## config.mk

```make
export PLATFORM = sky130hd
export DESIGN_NAME = calc_le_mult_arbiter
export DESIGN_NICKNAME = d
export VERILOG_FILES = /design/src/rtl/calc_le_mult_pkg.sv /design/src/rtl/calc_le_mult_pipe.sv /design/src/rtl/calc_le_mult_arbiter.sv
export SDC_FILE = /design/constraint.sdc
export NUM_CORES = 1
export LEC_CHECK = 0
export ABC_AREA = 0
export CAP_MARGIN = 20
export CORE_UTILIZATION = 45
export CTS_CLUSTER_SIZE = 10
export DETAILED_ROUTE_END_ITERATION = 6
export PLACE_DENSITY_LB_ADDON = 0.15
export RECOVER_POWER = 100
export SLEW_MARGIN = 5
export SYNTH_ARGS = -nofsm -noshare
export SYNTH_HDL_FRONTEND = slang
export SYNTH_HIERARCHICAL = 1
export SYNTH_SLANG_ARGS = --single-unit
```

## constraint.sdc

```tcl
create_clock -name clk -period 5.7 [get_ports clk]
set_clock_uncertainty 0.1 [all_clocks]
set_input_delay 1.14 -clock clk [delete_from_list [all_inputs] [get_ports clk]]
set_output_delay 1.14 -clock clk [all_outputs]
set_load 0.02 [all_outputs]
```

## src/rtl/calc_le_mult_pkg.sv

```systemverilog
// rtl/calc_le_mult_pkg.sv - shared widths, tag-width helper and result type for the LE r-offset multiplier
package calc_le_mult_pkg;

  localparam int A_W_DEF = 18;
  localparam int B_W_DEF = 15;
  localparam int P_W_DEF = A_W_DEF + B_W_DEF;

  function automatic int id_width(input int n);
    return (n <= 1) ? 1 : $clog2(n);
  endfunction

  localparam int ID_W_DEF = id_width(4);

  typedef struct packed {
    logic [ID_W_DEF-1:0]        id;
    logic signed [P_W_DEF-1:0]  p;
  } mult_res_t;

endpackage

```

## src/rtl/calc_le_mult_pipe.sv

```systemverilog
// rtl/calc_le_mult_pipe.sv - two-stage signed multiplier (operands, then product) with tag and valid
module calc_le_mult_pipe #(
  parameter int A_W  = 18,
  parameter int B_W  = 15,
  parameter int ID_W = 2,
  parameter int P_W  = A_W + B_W
) (
  input  logic                   clk,
  input  logic                   rst_n,
  input  logic                   ce,
  input  logic                   in_valid,
  input  logic [A_W-1:0]         in_a,
  input  logic [B_W-1:0]         in_b,
  input  logic [ID_W-1:0]        in_id,
  output logic                   v1,
  output logic                   out_valid,
  output logic [P_W-1:0]         out_p,
  output logic [ID_W-1:0]        out_id
);

  logic signed [A_W-1:0] a1;
  logic signed [B_W-1:0] b1;
  logic [ID_W-1:0]       id1;
  logic signed [P_W-1:0] p;

  // Plain registered operands feeding a registered product keeps this DSP-inferable.
  always_ff @(posedge clk or negedge rst_n) begin
    if (!rst_n) begin
      v1        <= 1'b0;
      a1        <= '0;
      b1        <= '0;
      id1       <= '0;
      out_valid <= 1'b0;
      p         <= '0;
      out_id    <= '0;
    end else if (ce) begin
      v1        <= in_valid;
      a1        <= in_a;
      b1        <= in_b;
      id1       <= in_id;
      out_valid <= v1;
      p         <= P_W'(a1) * P_W'(b1);
      out_id    <= id1;
    end
  end

  assign out_p = p;

endmodule

```

## src/rtl/calc_le_mult_arbiter.sv

```systemverilog
// rtl/calc_le_mult_arbiter.sv - round-robin arbiter sharing one pipelined signed multiplier
module calc_le_mult_arbiter
  import calc_le_mult_pkg::*;
#(
  parameter int NUM_REQ = 4,
  parameter int A_W     = A_W_DEF,
  parameter int B_W     = B_W_DEF,
  parameter int P_W     = A_W + B_W,
  parameter int ID_W    = id_width(NUM_REQ)
) (
  input  logic                   clk,
  input  logic                   rst_n,
  input  logic [NUM_REQ-1:0]     req_valid,
  output logic [NUM_REQ-1:0]     req_ready,
  input  logic [NUM_REQ*A_W-1:0] req_a,
  input  logic [NUM_REQ*B_W-1:0] req_b,
  output logic                   res_valid,
  input  logic                   res_ready,
  output logic [P_W-1:0]         res_p,
  output logic [ID_W-1:0]        res_id,
  output logic                   busy
);

  logic               ce;
  logic               found;
  logic               accept;
  logic               v1;
  logic               v2;
  logic [NUM_REQ-1:0] grant;
  logic [ID_W-1:0]    ptr;
  logic [ID_W-1:0]    gnt_id;
  logic [ID_W-1:0]    idx;
  logic [A_W-1:0]     sel_a;
  logic [B_W-1:0]     sel_b;

  always_comb begin
    grant  = '0;
    gnt_id = '0;
    found  = 1'b0;
    idx    = '0;
    for (int k = 0; k < NUM_REQ; k++) begin
      idx = ID_W'((int'(ptr) + k) % NUM_REQ);
      if (!found && req_valid[idx]) begin
        found       = 1'b1;
        grant[idx]  = 1'b1;
        gnt_id      = idx;
      end
    end
  end

  always_comb begin
    sel_a = '0;
    sel_b = '0;
    for (int i = 0; i < NUM_REQ; i++) begin
      if (gnt_id == ID_W'(i)) begin
        sel_a = req_a[i*A_W +: A_W];
        sel_b = req_b[i*B_W +: B_W];
      end
    end
  end

  // A result held against backpressure freezes every stage, including acceptance.
  assign ce        = !(v2 && !res_ready);
  assign accept    = found && ce;
  assign req_ready = grant & {NUM_REQ{ce && rst_n}};

  always_ff @(posedge clk or negedge rst_n) begin
    if (!rst_n) begin
      ptr <= '0;
    end else if (accept) begin
      ptr <= (gnt_id == ID_W'(NUM_REQ - 1)) ? '0 : gnt_id + 1'b1;
    end
  end

  calc_le_mult_pipe #(
    .A_W  (A_W),
    .B_W  (B_W),
    .ID_W (ID_W),
    .P_W  (P_W)
  ) u_pipe (
    .clk       (clk),
    .rst_n     (rst_n),
    .ce        (ce),
    .in_valid  (accept),
    .in_a      (sel_a),
    .in_b      (sel_b),
    .in_id     (gnt_id),
    .v1        (v1),
    .out_valid (v2),
    .out_p     (res_p),
    .out_id    (res_id)
  );

  assign res_valid = v2;
  assign busy      = v1 | v2;

endmodule

```

# Word level (Yosys, flattened, before mapping)
# Index checks and enable logic that the tools add are counted.
# totals
word_cells	82
ff_bits	74
inputBits	139
out_inout_bits	41
# classes
multipliers	1
reduce_logical	16
n_addsub	4
bitwise_logic	5
n_lt_le_gt_ge	8
eq_ne	3
mux	37
# ops
op	count
$mux W18	4
$mux W15	4
$mul A18 B15 Y33	1
$mux W4	4
$lt A2 B3 Y1 const B	4
$mux W1	12
$or A4 B4 Y4	3
$logic_and A1 B1 Y1	10
$mux W2	5
$bmux W1 S2	4
$demux W1 S2	4
$ge A2 B1 Y1 const B	4
$logic_not A1 Y1	5
$add A2 B1 Y2 const B	2
$add A2 B2 Y2 const B	2
$and A4 B4 Y4	1
$eq A2 B2 Y1 const B	2
$eq A2 B1 Y1 const B	1
$logic_not A2 Y1	1
$or A1 B1 Y1	1

# Depth between registers and ports, before layout
# logic_depth
depth_word	17
mapped_depth	22
ltp_nobuf	20

# By module
# Netlist, hierarchy kept.
# modules_own_cells
mod	instances	seq_area_each_um2	area_each_um2	cells_each
calc_le_mult_pipe	1	1801.7	12902.4	1349
calc_le_mult_arbiter	1	50.0	1575.3	272

# Least setup slack after synthesis
# No wires, ideal clock.
# synth_timing
path_type	reg-to-reg
from	register u_pipe.b1[0]
to	register u_pipe.p[28], in the netlist u_pipe/out_p[28]
t_required_ns	5.466
synth_period_minus_slack_ns	6.243
n_path_buf	3
path_stages_with_launch	21
setup_slack_ns	-0.543
setup_ns	0.134
arrival_ns	6.009
cell_sequence	dfrtp_1 > clkbuf_1 > clkbuf_1 > nand2_1 > inv_1 > fa_1 > fa_1 > inv_1 > fa_1 > fa_1 > fa_1 > fa_1 > inv_1 > ha_1 > clkbuf_1 > a211oi_1 > nor2_1 > a311oi_1 > o21a_1 > and4_4 > o31ai_2
# synth_via
elab_chain_cells	1
# synth_lines
item	line_no	text
start, declared	calc_le_mult_pipe.sv:22	logic signed [B_W-1:0] b1;
start signal, assigned	calc_le_mult_pipe.sv:39	b1 <= in_b;
$mul A18 B15 Y33	calc_le_mult_pipe.sv:42	p <= P_W'(a1) * P_W'(b1);
end signal, assigned	calc_le_mult_pipe.sv:42	
end, declared	calc_le_mult_pipe.sv:24	logic signed [P_W-1:0] p;
# Every way passes these cells.
# A chain may end at the register's enable or synchronous reset.

# Final worst setup path
# layout_timing
from	register u_pipe.b1[0]
to	register u_pipe.p[26], in the netlist u_pipe/out_p[26]
# The elaborated chain is that of the path after synthesis.

==> flow_summary.html <==
<table>
<tr><th>Metric</th><th>Value</th></tr>
<tr><th colspan="2">Status</th></tr>
<tr><td>Status</td><td>finished, violations left</td></tr>
<tr><td>Violated checks</td><td>max-capacitance violations, max-slew violations, negative setup slack</td></tr>
<tr><th colspan="2">Clock tree</th></tr>
<tr><td>Clock root cell</td><td>clkbuf_16</td></tr>
<tr><td>CTS tree</td><td>done</td></tr>
<tr><td>CTS H-tree depth</td><td>3</td></tr>
<tr><td>Clk pin slew, worst setup/hold paths</td><td>0.07 ns</td></tr>
<tr><td>Sink Count</td><td>74</td></tr>
<tr><td>Insertion delay to the later sink of the worst-skew pair</td><td>0.36 ns</td></tr>
<tr><td>Total clock buffers created by CTS</td><td>9</td></tr>
<tr><td>Deepest clock path buffer count</td><td>2</td></tr>
<tr><th colspan="2">Final layout</th></tr>
<tr><td>Net count reported at finish</td><td>2408</td></tr>
<tr><td>Layout cells sized above 1</td><td>20.8%</td></tr>
<tr><td>Final standard cell count with taps included and fillers excluded</td><td>2316</td></tr>
<tr><td>Final design instance area without fill</td><td>0.0190 mm²</td></tr>
<tr><td>Antenna diode count</td><td>0</td></tr>
<tr><td>Post-synthesis to final-layout area growth</td><td>31.0%</td></tr>
<tr><td>Fillers</td><td>2737</td></tr>
<tr><th colspan="2">GRT</th></tr>
<tr><td>Leftover overflow at the end of global routing</td><td>0</td></tr>
<tr><td>Total Routing Usage GR</td><td>24.9%</td></tr>
<tr><td>Antenna violations before repair</td><td>0</td></tr>
<tr><td>Global-route wire length before repair</td><td>64800 µm</td></tr>
<tr><td>Via count of the first global-routing pass</td><td>13100</td></tr>
<tr><td>Pin count of the biggest net entering global routing</td><td>83</td></tr>
<tr><th colspan="2">Drt</th></tr>
<tr><td>Via density per instance</td><td>5.20</td></tr>
<tr><td>Post-detailed-route wirelength per cell</td><td>16.7 µm</td></tr>
<tr><td>Pre-antenna DRT Iters</td><td>7</td></tr>
<tr><td>Overall routed net length</td><td>38600 µm</td></tr>
<tr><td>Number of nets with antenna violations after detailed routing</td><td>0</td></tr>
<tr><td>Vias</td><td>12100</td></tr>
<tr><td>Number of violations reported at the end of detailed-routing iteration 0</td><td>488</td></tr>
<tr><td>DRC viols</td><td>0</td></tr>
<tr><th colspan="2">Synthesis</th></tr>
<tr><td>Library cell with the highest instance count after synthesis</td><td>inv_1</td></tr>
<tr><td>Share of synthesized registers carrying an async set or reset</td><td>100%</td></tr>
<tr><td>Share of synthesized area occupied by flip-flops and latches</td><td>12.8%</td></tr>
<tr><td>Post-synth EDFFs</td><td>0</td></tr>
<tr><td>Synthesized area</td><td>0.0145 mm²</td></tr>
<tr><td>Syn_area_per_cell</td><td>8.93 µm²</td></tr>
<tr><td>Area share of the leading cell type in the synthesized netlist</td><td>36.1%</td></tr>
<tr><td>Cells taking the most area after synthesis</td><td>fa_1 36%, dfrtp_1 13%, ha_1 8.6%</td></tr>
<tr><td>Prevailing post-synth register cell</td><td>dfrtp_1</td></tr>
<tr><td>Count of yosys warnings during synthesis</td><td>6</td></tr>
<tr><td>Post-synthesis register bit count</td><td>74</td></tr>
<tr><td>Top cells by count, synth</td><td>312 x inv_1, 261 x fa_1, 210 x nand2_1</td></tr>
<tr><td>Number of nets produced by synthesis</td><td>2120</td></tr>
<tr><td>Cell count after synthesis</td><td>1621</td></tr>
<tr><td>Distinct cell type count of the synthesized netlist</td><td>67</td></tr>
<tr><td>Largest area contributor in the netlist</td><td>fa_1</td></tr>
<tr><th colspan="2">Critical path</th></tr>
<tr><td>Register-to-Register Path Depth</td><td>19</td></tr>
<tr><td>Arrival @ worst endpoint</td><td>5.97 ns</td></tr>
<tr><td>Cell occurring most often along the worst timing path</td><td>fa_1</td></tr>
<tr><td>Worst reg2reg startpoint</td><td>u_pipe/b1[0]$_DFFE_PN0P_</td></tr>
<tr><td>Endpoint required time on the critical path</td><td>5.88 ns</td></tr>
<tr><td>Delay of the slowest cell on the worst path</td><td>0.67 ns</td></tr>
<tr><td>Crit path from</td><td>u_pipe/b1[0]$_DFFE_PN0P_</td></tr>
<tr><td>Cell-by-cell trace of the critical path</td><td>buf_12 -&gt; nand2_8 -&gt; inv_6 -&gt; fa_2 -&gt; buf_6 -&gt; fa_1 -&gt; fa_1 -&gt; fa_1 -&gt; fa_1 -&gt; inv_2 -&gt; fa_1 -&gt; inv_2 -&gt; ha_4 -&gt; nand4_1 -&gt; buf_4 -&gt; or2_4 -&gt; a211o_1 -&gt; a211o_1 -&gt; nand3_1</td></tr>
<tr><td>Slowest CP cell</td><td>fa_2</td></tr>
<tr><td>Kind of start point of the critical path</td><td>register</td></tr>
<tr><td>Category of the most critical setup path</td><td>reg2reg</td></tr>
<tr><td>Largest fanout of any net on the critical path</td><td>5</td></tr>
<tr><td>Critical Path End Type</td><td>register</td></tr>
<tr><th colspan="2">Timing</th></tr>
<tr><td>Worst-margin pin slew</td><td>1.59 ns</td></tr>
<tr><td>Setup slack after layout</td><td>-0.0856 ns</td></tr>
<tr><td>Final count of pins violating max slew</td><td>59</td></tr>
<tr><td>Maximum operating frequency</td><td>173 MHz</td></tr>
<tr><td>Count of endpoints failing hold in the final timing report</td><td>0</td></tr>
<tr><td>Final count of negative-setup-slack endpoints</td><td>9</td></tr>
<tr><td>Final critical delay including setup and external delays</td><td>5.79 ns</td></tr>
<tr><td>Post-Route Hold Slack</td><td>0.374 ns</td></tr>
<tr><td>Unrepaired setup endpoints after global routing</td><td>true</td></tr>
<tr><td>Portion of the clock cycle consumed by the worst path in the final layout</td><td>102%</td></tr>
<tr><td>Worst slew margin relative to its limit</td><td>-5.97%</td></tr>
<tr><th colspan="2">Die</th></tr>
<tr><td>Die H</td><td>181 µm</td></tr>
<tr><td>Full die area</td><td>0.0329 mm²</td></tr>
<tr><td>Core area</td><td>0.0316 mm²</td></tr>
<tr><td>I/O pin cnt</td><td>180</td></tr>
<tr><td>Horizontal extent of the die</td><td>181 µm</td></tr>
<tr><td>Count of standard-cell rows</td><td>65</td></tr>
<tr><td>Starting density of the core</td><td>45.8%</td></tr>
<tr><th colspan="2">Placement</th></tr>
<tr><td>Area after detailed placement</td><td>0.0177 mm²</td></tr>
<tr><td>Port bufs</td><td>179</td></tr>
<tr><td>Post-detailed-placement half-perimeter wirelength</td><td>31100 µm</td></tr>
<tr><td>Placed cells</td><td>2260</td></tr>
<tr><td>Weighted congestion at the end of routability-driven global placement</td><td>0.906</td></tr>
<tr><th colspan="2">Min path</th></tr>
<tr><td>Worst hold start</td><td>u_pipe/out_p[26]$_DFFE_PN0P_</td></tr>
<tr><td>Worst hold-check path type</td><td>reg2reg</td></tr>
<tr><td>Depth of the worst hold-timing path</td><td>2</td></tr>
<tr><th colspan="2">Run</th></tr>
<tr><td># Max-Cap Violations</td><td>1</td></tr>
</table>
layout make-up:
type	instances	area (µm²)	area share [%]
flip-flops and latches	74	1880	9.91
repair buffers	362	3330	17.6
multi-input cells	1148	11800	62.0
inverters	314	1180	6.24
clock inverters	6	72.6	0.383
clock buffers	10	239	1.26
well taps	402	503	2.65
path summary, 6_finish.rpt:
path	end	slack [ns]
worst min register to register	u_pipe/out_p[26]$_DFFE_PN0P_	0.37
worst min-delay path	u_pipe/out_p[26]$_DFFE_PN0P_	0.37
min in group asynchronous	u_pipe/out_p[7]$_DFFE_PN0P_	0.91
max in group asynchronous	u_pipe/a1[10]$_DFFE_PN0P_	2.31
worst max-delay path	u_pipe/out_p[26]$_DFFE_PN0P_	-0.09
worst max register to register	u_pipe/out_p[26]$_DFFE_PN0P_	-0.09
per-stage QoR:
stage / setup TNS [ns] / util [%] / setup WS (ns)
4_1_cts: -0.322 / 58.4 / -0.0747
2_1_floorplan: -0.00178 / - / -0.00178
3_5_place_dp: -5.39 / 55.8 / -0.395
5_1_grt: -3.45 / 59.9 / -0.271
6_report: -0.395 / 59.9 / -0.0856
3_3_place_gp: -3.58 / 55.8 / -0.275
flip-flops by register name (all words and copies together) (netlist names):
| name | count |
|---|---|
| u_pipe/v1 | 1 |
| u_pipe/id1 | 2 |
| u_pipe/out_valid | 1 |
| ptr | 2 |
| u_pipe/out_p | 33 |
| u_pipe/a1 | 18 |
| u_pipe/out_id | 2 |
| u_pipe/b1 | 15 |
kinds of logic after synthesis:
logic type / Yosys count / share of synthesized area, %
multiplexers: 55 / 4.36
buffers and inverters: 399 / 10.4
AND/OR/NAND/NOR: 463 / 15.2
AO/OA/AOI/OAI: 252 / 11.4
XOR/XNOR: 18 / 1.18
flip-flops: 74 / 12.8
adder cells (fa/ha/maj): 360 / 44.6
metal layers:
layer	vias up	wire length [µm]	global-route usage, %
met3	52	1000	2.52
met4	0	1070	8.00
met5	-	0	0
li1	5677	-	-
met2	199	21200	47.0
met1	6123	15400	29.4
critical path, delay by kind of cell, from the launching register on:
kind	cells	cell delay, ns
flops	1	0.42
simple gates	4	0.57
compound gates	2	0.56
fa+ha+maj	7	3.45
buf+inv	6	0.62
timing repair:
item | in CTS | in global routing
hold buffers | 0 | 0
gates resized for setup | 77 | 83
cloned | 0 | 1
setup endpoints to repair | 20 | 21
pin swaps | 37 | 57
buffers inserted | 23 | 16
placed cells by master, fill, tap and decap left out, drive strengths merged, types with 10 or more instances in the layout:
cell type / count
a21oi: 72
dfrtp: 74
nand2b: 10
clkdlybuf4s50: 137
o21ai: 66
xnor2: 15
fa: 261
nor3: 10
a22oi: 32
clkbuf: 14
nand2: 210
and2: 119
inv: 315
buf: 180
ha: 99
nor2: 68
mux2: 52
nand3: 12
dlygate4sd3: 41
Power is left out: the tool's default activity adds up to more than one toggle a clock period on the data nets, which glitch-free logic cannot reach.
